--- config.mk ---
export PLATFORM = sky130hd
export DESIGN_NAME = spi_word_rx
export DESIGN_NICKNAME = d
export VERILOG_FILES = /design/src/rtl/spi_word_rx.sv
export SDC_FILE = /design/constraint.sdc
export NUM_CORES = 1
export LEC_CHECK = 0
export CORE_MARGIN = 4
export CORE_UTILIZATION = 30
export DETAILED_ROUTE_END_ITERATION = 8
export GPL_TIMING_DRIVEN = 1
export PLACE_DENSITY_LB_ADDON = 0.3
export SLEW_MARGIN = 20
export SYNTH_ARGS = -nofsm -noshare
export SYNTH_HDL_FRONTEND = slang
export SYNTH_SLANG_ARGS = --single-unit
--- constraint.sdc ---
create_clock -name clk -period 1.9 [get_ports clk]
set_input_delay 0.19 -clock clk [delete_from_list [all_inputs] [get_ports clk]]
set_output_delay 0.19 -clock clk [all_outputs]
set_load 0.05 [all_outputs]
--- src/rtl/spi_word_rx.sv ---
// SPI mode-0 slave receiver oversampled by clk: assembles MSB-first frames of
// exactly WIDTH bits into spi_data and shifts the held word back out on spi_miso.
//
// Handshake: data_valid and frame_err are single-cycle strobes with no ready.
// data_valid is high in the same cycle as the newly committed spi_data.
// frame_err marks a rejected frame, and spi_data is left untouched.
module spi_word_rx #(
    parameter int               WIDTH    = 16,
    parameter logic [WIDTH-1:0] RST_DATA = '0
) (
    input  logic             clk,
    input  logic             reset,
    input  logic             spi_cs,
    input  logic             spi_clk,
    input  logic             spi_mosi,
    output logic             spi_miso,
    output logic [WIDTH-1:0] spi_data,
    output logic             data_valid,
    output logic             frame_err,
    output logic             busy,
    output logic             dbg_state
);

    localparam int CW = $clog2(WIDTH + 1);

    typedef enum logic {
        IDLE  = 1'b0,
        SHIFT = 1'b1
    } state_e;

    state_e           state_q, state_d;
    logic [2:0]       cs_sync_q, cs_sync_d;
    logic [2:0]       sck_sync_q, sck_sync_d;
    logic [2:0]       mosi_sync_q, mosi_sync_d;
    logic [1:0]       flush_q, flush_d;
    logic             armed_q, armed_d;
    logic [CW-1:0]    bit_cnt_q, bit_cnt_d;
    logic             overrun_q, overrun_d;
    logic [WIDTH-1:0] rx_sr_q, rx_sr_d;
    logic [WIDTH-1:0] tx_sr_q, tx_sr_d;
    logic [WIDTH-1:0] data_q, data_d;
    logic             data_valid_q, data_valid_d;
    logic             frame_err_q, frame_err_d;

    logic cs_fall, cs_rise, sck_rise, sck_fall, mosi_s;

    assign cs_fall  =  cs_sync_q[2] & ~cs_sync_q[1];
    assign cs_rise  = ~cs_sync_q[2] &  cs_sync_q[1];
    assign sck_rise = ~sck_sync_q[2] &  sck_sync_q[1];
    assign sck_fall =  sck_sync_q[2] & ~sck_sync_q[1];
    assign mosi_s   =  mosi_sync_q[1];

    always_comb begin
        state_d      = state_q;
        cs_sync_d    = {cs_sync_q[1:0], spi_cs};
        sck_sync_d   = {sck_sync_q[1:0], spi_clk};
        mosi_sync_d  = {mosi_sync_q[1:0], spi_mosi};
        flush_d      = (flush_q == 2'd2) ? flush_q : flush_q + 2'd1;
        // A frame may only start once the synchronized CS has been seen high
        // after reset; a CS already low at reset release is not a frame start.
        armed_d      = armed_q | ((flush_q == 2'd2) & cs_sync_q[1]);
        bit_cnt_d    = bit_cnt_q;
        overrun_d    = overrun_q;
        rx_sr_d      = rx_sr_q;
        tx_sr_d      = tx_sr_q;
        data_d       = data_q;
        data_valid_d = 1'b0;
        frame_err_d  = 1'b0;

        case (state_q)
            IDLE: begin
                if (cs_fall && armed_q) begin
                    state_d   = SHIFT;
                    bit_cnt_d = '0;
                    overrun_d = 1'b0;
                    rx_sr_d   = '0;
                    tx_sr_d   = data_q;
                end
            end
            SHIFT: begin
                // CS rise wins over any SCK edge detected in the same cycle.
                if (cs_rise) begin
                    state_d = IDLE;
                    if (bit_cnt_q == CW'(WIDTH) && !overrun_q) begin
                        data_d       = rx_sr_q;
                        data_valid_d = 1'b1;
                    end else begin
                        frame_err_d = 1'b1;
                    end
                end else if (sck_rise) begin
                    rx_sr_d = {rx_sr_q[WIDTH-2:0], mosi_s};
                    if (bit_cnt_q < CW'(WIDTH)) begin
                        bit_cnt_d = bit_cnt_q + CW'(1);
                    end else begin
                        overrun_d = 1'b1;
                    end
                end else if (sck_fall) begin
                    tx_sr_d = {tx_sr_q[WIDTH-2:0], 1'b0};
                end
            end
            default: state_d = IDLE;
        endcase
    end

    always_ff @(posedge clk or negedge reset) begin
        if (!reset) begin
            state_q      <= IDLE;
            cs_sync_q    <= 3'b111;
            sck_sync_q   <= 3'b000;
            mosi_sync_q  <= 3'b000;
            flush_q      <= 2'd0;
            armed_q      <= 1'b0;
            bit_cnt_q    <= '0;
            overrun_q    <= 1'b0;
            rx_sr_q      <= '0;
            tx_sr_q      <= '0;
            data_q       <= RST_DATA;
            data_valid_q <= 1'b0;
            frame_err_q  <= 1'b0;
        end else begin
            state_q      <= state_d;
            cs_sync_q    <= cs_sync_d;
            sck_sync_q   <= sck_sync_d;
            mosi_sync_q  <= mosi_sync_d;
            flush_q      <= flush_d;
            armed_q      <= armed_d;
            bit_cnt_q    <= bit_cnt_d;
            overrun_q    <= overrun_d;
            rx_sr_q      <= rx_sr_d;
            tx_sr_q      <= tx_sr_d;
            data_q       <= data_d;
            data_valid_q <= data_valid_d;
            frame_err_q  <= frame_err_d;
        end
    end

    assign spi_miso   = (state_q == SHIFT) & tx_sr_q[WIDTH-1];
    assign spi_data   = data_q;
    assign data_valid = data_valid_q;
    assign frame_err  = frame_err_q;
    assign busy       = (state_q == SHIFT);
    assign dbg_state  = state_q;

endmodule

**Word-level counts from Yosys, hierarchy flattened**

Index checks and enable logic that the tools add are counted.

- Add/sub/neg operators: 2
- Multipliers: 0
- Div/mod/pow operators: 0
- Magnitude comparators: 1
- Equal/unequal tests: 9
- Shift-type cells: 0
- Muxes and demuxes: 28
- Bitwise gates (word level): 12
- Reduce and logical (&&, ||, !) cells: 8

Operator list:

| kind | number |
|---|---|
| $mux 16 | 7 |
| $pmux 16 s2 | 2 |
| $mux 5 | 4 |
| $mux 1 | 12 |
| $reduce_and 4->1 | 3 |
| $pmux 5 s2 | 1 |
| $ne 2x2->1 const B | 4 |
| $and 1x1->1 | 6 |
| $ne 2x1->1 const B | 3 |
| $reduce_and 3->1 | 2 |
| $add 5x1->5 const B | 1 |
| $eq 5x5->1 const B | 1 |
| $lt 5x5->1 const B | 1 |
| $not 1->1 | 5 |
| $pmux 1 s2 | 2 |
| $add 2x1->2 const B | 1 |
| $eq 2x2->1 const B | 1 |
| $logic_and 1x1->1 | 2 |
| $logic_not 1->1 | 1 |
| $or 1x1->1 | 1 |

- Bits in registers: 68
- Latch bits: 0
- Bits in writable memories: 0
- ROM bits: 0
- Input bits: 5
- Output and inout bits: 21
- Word-level logic and storage cells: 73
- Memories kept: 0

**Logic depth before layout (Yosys ltp)**

Gate-level depths: netlist (run 1).

- Word-level depth: 6
- Gate-level depth with buffers: 7
- Gate-level depth less buffers: 5

**Worst setup path after synthesis (run 1)**

No wires, ideal clock.

- Path kind: reg-to-output
- Start point: reg state_q, in the netlist busy
- End point: out spi_miso
- Arrival: 1.736 ns
- Required time: 1.710 ns
- Setup slack: -0.026 ns
- Stages on the path, launching flop included: 4
- Path buffers: 2
- Cells stage by stage: dfrtp_1 > buf_2 > clkbuf_1 > and2_1

- Longest elaborated chain between the ends: 1

RTL lines:

| element | line | source |
|---|---|---|
| start: declaration | 31 | `state_e state_q, state_d;` |
| start signal: assignment | 121 | `state_q <= state_d;` |
| $and 1x1->1 | 137 | `assign spi_miso = (state_q == SHIFT) & tx_sr_q[WIDTH-1];` |
| end: declaration | 16 | `output logic spi_miso,` |

No other way between the ends.

**Worst setup path in the final report (run 1)**

- Start point: reg cs_sync_q[1]
- End point: reg tx_sr_q[3]

- Longest elaborated chain between the ends: 5
- Elaborated cells on any way between the ends: 7
- Classes of those cells: 2 x eq/ne; 3 x bitwise; 2 x reduce/logical

RTL lines:

| element | line | source |
|---|---|---|
| start: declaration | 32 | `logic [2:0] cs_sync_q, cs_sync_d;` |
| start signal: assignment | 122 | `cs_sync_q <= cs_sync_d;` |
| $not 1->1 | 47 | `assign cs_fall = cs_sync_q[2] & ~cs_sync_q[1];` |
| $and 1x1->1 | 47 |  |
| $logic_and 1x1->1 | 72 | `if (cs_fall && armed_q) begin` |
| $ne 2x2->1 (no line) | -- |  |
| $reduce_and 4->1 (no line) * | -- |  |
| end signal: assignment | 130 | `tx_sr_q <= tx_sr_d;` |
| end: declaration | 40 | `logic [WIDTH-1:0] tx_sr_q, tx_sr_d;` |

Every way passes the cells marked *; elsewhere a longest branch is shown, timed or not.
A chain may end at the register's enable or synchronous reset.

==> results_dict.tcl, run 1 <==
set metrics [dict create \
    cp_cell_sequence "and4bb_4 > buf_4 > a41oi_2 > buf_4 > o21ai_0" \
    grt_usage 0.111 \
    required_ns 2.10 \
    synth_cell_type_count 34 \
    power_switching_uw 798 \
    cts_num_sinks 68 \
    min_period_ns 1.79 \
    layout_common_cells "dfrtp_1 (65), nand2_1 (52), clkdlybuf4s50_1 (21)" \
    synth_nets 249 \
    grt_start_max_net_pins 28 \
    path_class "flop to flop" \
    core.rowCount 35 \
    crit_path_top_delay_cell "dfstp_2" \
    end_kind "flop" \
    syn_to_final_growth_pct 25.7 \
    dp_cells 376 \
    num_vias 1846 \
    wl_per_cell_um 14.0 \
    max_stage_delay_ns 0.60 \
    combPwrFrac 0.098 \
    dieHeight_um 105 \
    final_layout_size_suffix_gt1_frac 0.209 \
    grt_pass1_wl_um 9810 \
    fin_skew_ns 0.00757 \
    tightest_slew_ns 0.522 \
    worst_slack_ns 0.109 \
    die_x_um 105 \
    start_kind "flop" \
    switching_share 0.247 \
    numCtsBuffers 9 \
    status "completed" \
    ant_nets 0 \
    cp_common_cell "buf_4" \
    antenna_found_initial 0 \
    p_int_uw 2440 \
    grtUsageMet2 0.185 \
    async_flop_share 1.00 \
    hold_path.class "input port to flop" \
    use_met1 0.137 \
    rsz0062_at_grt "no" \
    cp.arrival_ns 1.99 \
    power_uw 3240 \
    clk_pin_slew_ns 0.07 \
    cts_setup_buffers 0 \
    grt_pass1_vias 1982 \
    viasPerCell 4.70 \
    tns_ns 0 \
    ios 26 \
    post-route-period-util 0.943 \
    synth_edf_count 0 \
    grt-ovfl-total 0 \
    grtUsageMet3 0.0290 \
    start_util 0.307 \
    place_congestion 0.799 \
    cts_max_level 3 \
    fin_cells 393 \
    synth-seq-cells 68 \
    slew_viol_final 0 \
    clock_path_buffers 2 \
    layout_commonest_cell "dfrtp_1" \
    diodes 0 \
    cts_tree "done" \
    drc 0 \
    nets 285 \
    insertion_delay_ns 0.33 \
    core_area_um2 9150 \
    drt_iter0_markers 44 \
    dp_hpwl_um 3850 \
    seq_power_share 0.480 \
    dieArea_um2 11000 \
    relSlewSlack 0.651 \
    synth_area_um2 2810 \
    synth_ff_type "dfrtp_1" \
    ctsRootBufferMaster "clkbuf_8" \
    worst-path-max-fanout 25 \
    power_density_nw_per_um2 918 \
    clockPowerShare 0.422 \
    leakagePower_uw 0.00172 \
    yosys_warnings 0 \
    cap_viol_max_count 0 \
    ir_drop_mv 0.330 \
    io_buffers 25 \
    wl_um 5510 \
    grt_busiest_layer "met2" \
    fmaxAchievable_mhz 558 \
    seq_area_frac_synth 0.608 \
    synthCells 241 \
    setup_viol_count_final 0 \
    drtPass1Iterations 4 \
    syn_area_per_cell_um2 11.6 \
    dp_slack_ns 0.0371 \
    finalHoldViolCount 0 \
]
[cell usage after synthesis, types with 2 or more instances]
cell      instances  area share
a21oi_1           2      0.0036
a22o_1            2      0.0062
a31oi_1           3      0.0067
and2_1            2      0.0045
and3_1            2      0.0045
buf_2             5      0.0089
buf_4             2      0.0053
buf_6             2      0.0080
clkbuf_1          4      0.0053
dfrtp_1          65        0.58
dfstp_2           3       0.028
ha_1              3       0.013
inv_1             7      0.0094
mux2_2            7       0.028
mux2_4            9       0.048
mux2i_1          15       0.053
nand2_1          52       0.070
nand3_1          17       0.030
nand4_1           3      0.0067
nor2b_1           2      0.0045
o21ai_0          19       0.034
o22ai_1           3      0.0067
[per-stage QoR]
stage	utilization	cell area (um^2)	hold WS [ns]
2_1_floorplan	-	2810	-0.106
3_3_place_gp	0.357	3270	0.182
6_report	0.386	3530	0.266
3_5_place_dp	0.357	3270	0.186
5_1_grt	0.386	3530	0.260
4_1_cts	0.384	3520	0.258
[per-layer routing]
| metal | routed length, um | vias up |
|---|---|---|
| li1 | - | 893 |
| met1 | 2540 | 927 |
| met2 | 2770 | 22 |
| met3 | 123 | 4 |
| met4 | 77 | 0 |
| met5 | 0 | - |
[power by group through the flow]
stage | Combinational [uW] | Sequential (uW) | Clock, uW
after CTS | 321 | 1550 | 1400
final | 318 | 1550 | 1370
after global routing | 361 | 1560 | 1450
after detailed placement | 318 | 1580 | 0
after floorplan | 181 | 1580 | 0
after global placement | 316 | 1570 | 0
[final timing paths]
| check | from | endpoint | slack, ns | depth (start not counted) |
|---|---|---|---|---|
| worst min register to register | sck_sync_q[0] | sck_sync_q[1] | 0.36 | 0 |
| worst max register to register | cs_sync_q[1] | tx_sr_q[3] | 0.11 | 5 |
| worst max-delay path | cs_sync_q[1] | tx_sr_q[3] | 0.11 | 5 |
| min in group asynchronous | reset | tx_sr_q[11] | 0.35 | 2 |
| worst min-delay path | spi_cs | cs_sync_q[0] | 0.27 | 1 |
| max in group asynchronous | reset | cs_sync_q[2] | 0.96 | 3 |
[kinds of logic after synthesis]
family,share of synthesized area
flops,0.608
buf+inv,0.0383
compound gates,0.0718
mux,0.130
xor+xnor,0.00312
simple gates,0.136
fa+ha+maj,0.0134
[registers in the layout, indices dropped and copies added (netlist names)]
signal,cells
overrun_q,1
spi_data,16
tx_sr_q,16
sck_sync_q,3
frame_err,1
mosi_sync_q,2
rx_sr_q,16
data_valid,1
bit_cnt_q,5
armed_q,1
flush_q,2
busy,1
cs_sync_q,3
[what timing repair did]
action | in CTS | in global routing
hold buffers | 1 | 0
endpoints found under the hold margin | 17 | 0
gates resized for setup | 0 | 2
endpoints found under the setup margin | 0 | 14
[worst max-delay path: cells and delay by family, from the launching register on]
kind	cells	cell delay [ns]
buffers and inverters	2	0.46
AOI/OAI and AO/OA	2	0.35
and+or+nand+nor	1	0.25
DFF	1	0.60
[layout make-up]
cell class                      count  area [um^2]
Clock buffer                       11          151
Sequential cell                    68         1710
Inverter                            8         30.0
Fill cell                         887         5620
Timing Repair Buffer               38          400
Clock inverter                      5         82.6
Tap cell                          111          139
Multi-Input combinational cell    152         1020
Power figures use the tool's default switching activity.
==> run 2, diff against run 1 <==
--- a/config.mk
+++ b/config.mk
@@ -5,6 +5,7 @@
 export SDC_FILE = /design/constraint.sdc
 export NUM_CORES = 1
 export LEC_CHECK = 0
+export ABC_AREA = 1
 export CORE_MARGIN = 4
 export CORE_UTILIZATION = 30
 export DETAILED_ROUTE_END_ITERATION = 8
@@ -14,3 +15,4 @@
 export SYNTH_ARGS = -nofsm -noshare
 export SYNTH_HDL_FRONTEND = slang
 export SYNTH_SLANG_ARGS = --single-unit
+export TNS_END_PERCENT = 50
==> results_dict.tcl, run 2 <==
set metrics [dict create \
    status "completed" \
    drtPass1Iterations 4 \
    grt_usage 0.119 \
    synth.most_common_cell "nand2_1" \
    ios 26 \
    dp_hpwl_um 4260 \
    cts_tree "done" \
    wl_um 6430 \
    viasPerCell 4.45 \
    post-route-period-util 0.938 \
    die_x_um 109 \
    grt-ovfl-total 0 \
    cts-resized-gates 0 \
    ys_top_cells_by_area "dfrtp_1 (53%), nand2_1 (20%), nand3_1 (8.8%)" \
    yosys_warnings 0 \
    dp_slack_ns 0.330 \
    syn_to_final_growth_pct 19.5 \
    grt_start_max_net_pins 69 \
    async_flop_share 1.00 \
    grt_pass1_wl_um 11000 \
    synth_area_leader_cell "dfrtp_1" \
    drt_iter0_markers 118 \
    core.rowCount 36 \
    synth_ff_type "dfrtp_1" \
    fin_hold_ws_ns 0.245 \
    insertion_delay_ns 0.34 \
    path_buf_inv 1 \
    rsz0062_at_grt "no" \
    cap_viol_max_count 0 \
    synth_nets 362 \
    tns_ns 0 \
    tightest_slew_ns 0.718 \
    synthCells 354 \
    yosys.area.top_type_share 0.531 \
    setup_viol_count_final 0 \
    finalHoldViolCount 0 \
    drc 0 \
    ant_nets 0 \
    power_density_nw_per_um2 872 \
    fmaxAchievable_mhz 561 \
    crit_family "buffers and inverters" \
    max_stage_delay_ns 0.83 \
    place_congestion 0.775 \
    clock_path_buffers 2 \
    num_vias 2312 \
    relSlewSlack 0.521 \
    min_period_ns 1.78 \
    antenna_found_initial 0 \
    dieHeight_um 109 \
    slew_viol_final 0 \
    layout_common_cells "nand2_1 (167), dfrtp_1 (65), nand3_1 (54)" \
    leakagePower_uw 0.00194 \
    final_layout_size_suffix_gt1_frac 0.130 \
    ir_drop_mv 0.278 \
    cts_num_sinks 68 \
    cp_cell_sequence "clkdlybuf4s50_1" \
    io_buffers 25 \
    dieArea_um2 11900 \
    syn_area_per_cell_um2 8.65 \
    fin_skew_ns 0.00745 \
    post-route-util 0.371 \
    nets 389 \
    wl_per_cell_um 12.4 \
    clk_pin_slew_ns 0.08 \
    end_kind "output pin" \
    seq_area_frac_synth 0.557 \
    layout_commonest_cell "nand2_1" \
    start_kind "flop" \
    diodes 0 \
    synth_area_um2 3060 \
    core_area_um2 9860 \
    cp.arrival_ns 1.59 \
    synth_cell_type_count 25 \
    start_util 0.310 \
    numCtsBuffers 9 \
    hold_path.class "input port to flop" \
    worst_slack_ns 0.117 \
    ctsRootBufferMaster "clkbuf_8" \
    worst-path-max-fanout 3 \
    path_class "flop to output pin" \
    power_uw 3190 \
    crit_path_top_delay_cell "clkdlybuf4s50_1" \
    synthTopCellsByCount "nand2_1 (167), dfrtp_1 (65), nand3_1 (54)" \
    cts_max_level 3 \
    synth-seq-cells 68 \
    grt_pass1_vias 2250 \
    required_ns 1.71 \
    synth_edf_count 0 \
]
==> run 2: cell types whose count changed after synthesis, moves of 5 or more <==
| cell | delta |
|---|---|
| mux2_2 | -7 |
| mux2_4 | -9 |
| mux2i_1 | -15 |
| nand2_1 | +115 |
| nand3_1 | +37 |
| nor2_1 | +5 |
| o21ai_0 | -16 |
==> run 2: final cells by class <==
class	instances	area (um^2)
Clock buffer	11	151
Clock inverter	5	60.1
Fill cell	994	6210
Inverter	17	68.8
Multi-Input combinational cell	253	1160
Sequential cell	68	1710
Tap cell	133	166
Timing Repair Buffer	32	343
==> run 2: final timing paths <==
path | startpoint | endpoint | slack (ns) | cells after the start
max | spi_data[1] | spi_data[1] | 0.12 | 1
min | spi_cs | cs_sync_q[0] | 0.25 | 1
max reg2reg | sck_sync_q[1] | tx_sr_q[1] | 0.33 | 4
min reg2reg | mosi_sync_q[0] | mosi_sync_q[1] | 0.35 | 0
max in group asynchronous | reset | cs_sync_q[2] | 1.20 | 3
min in group asynchronous | reset | flush_q[0] | 0.38 | 3
==> run 2: timing repair <==
| action | CTS | global route |
|---|---|---|
| buffers inserted | 0 | 0 |
| hold buffers | 1 | 0 |
| hold endpoints to repair | 65 | 0 |
==> run 2: kinds of logic after synthesis <==
kind of cell | Yosys count | share of synthesized area
adder cells (fa/ha/maj) | 3 | 0.0123
XOR/XNOR | 1 | 0.00286
flip-flops | 68 | 0.557
buffers and inverters | 33 | 0.0630
AND/OR/NAND/NOR | 241 | 0.342
AO/OA/AOI/OAI | 8 | 0.0225
==> run 2: routing by layer <==
metal  part of all wire  track usage  vias to the layer above
li1                   -            -                     1163
met1               0.49        0.165                     1104
met2               0.46        0.174                       36
met3              0.034       0.0243                        9
met4              0.018       0.0595                        0
met5                  0            0                        -
==> run 2: through the flow <==
step           std cells  instance area (um^2)
4_1_cts              519                  3660
6_report             519                  3660
3_5_place_dp         502                  3440
2_1_floorplan        354                  3060
3_3_place_gp         502                  3440
5_1_grt              519                  3660
==> run 2: where the power goes <==
part	internal (uW)	switching (uW)
Clock	677	568
Sequential	1480	33.5
Combinational	126	303
Total	2280	904
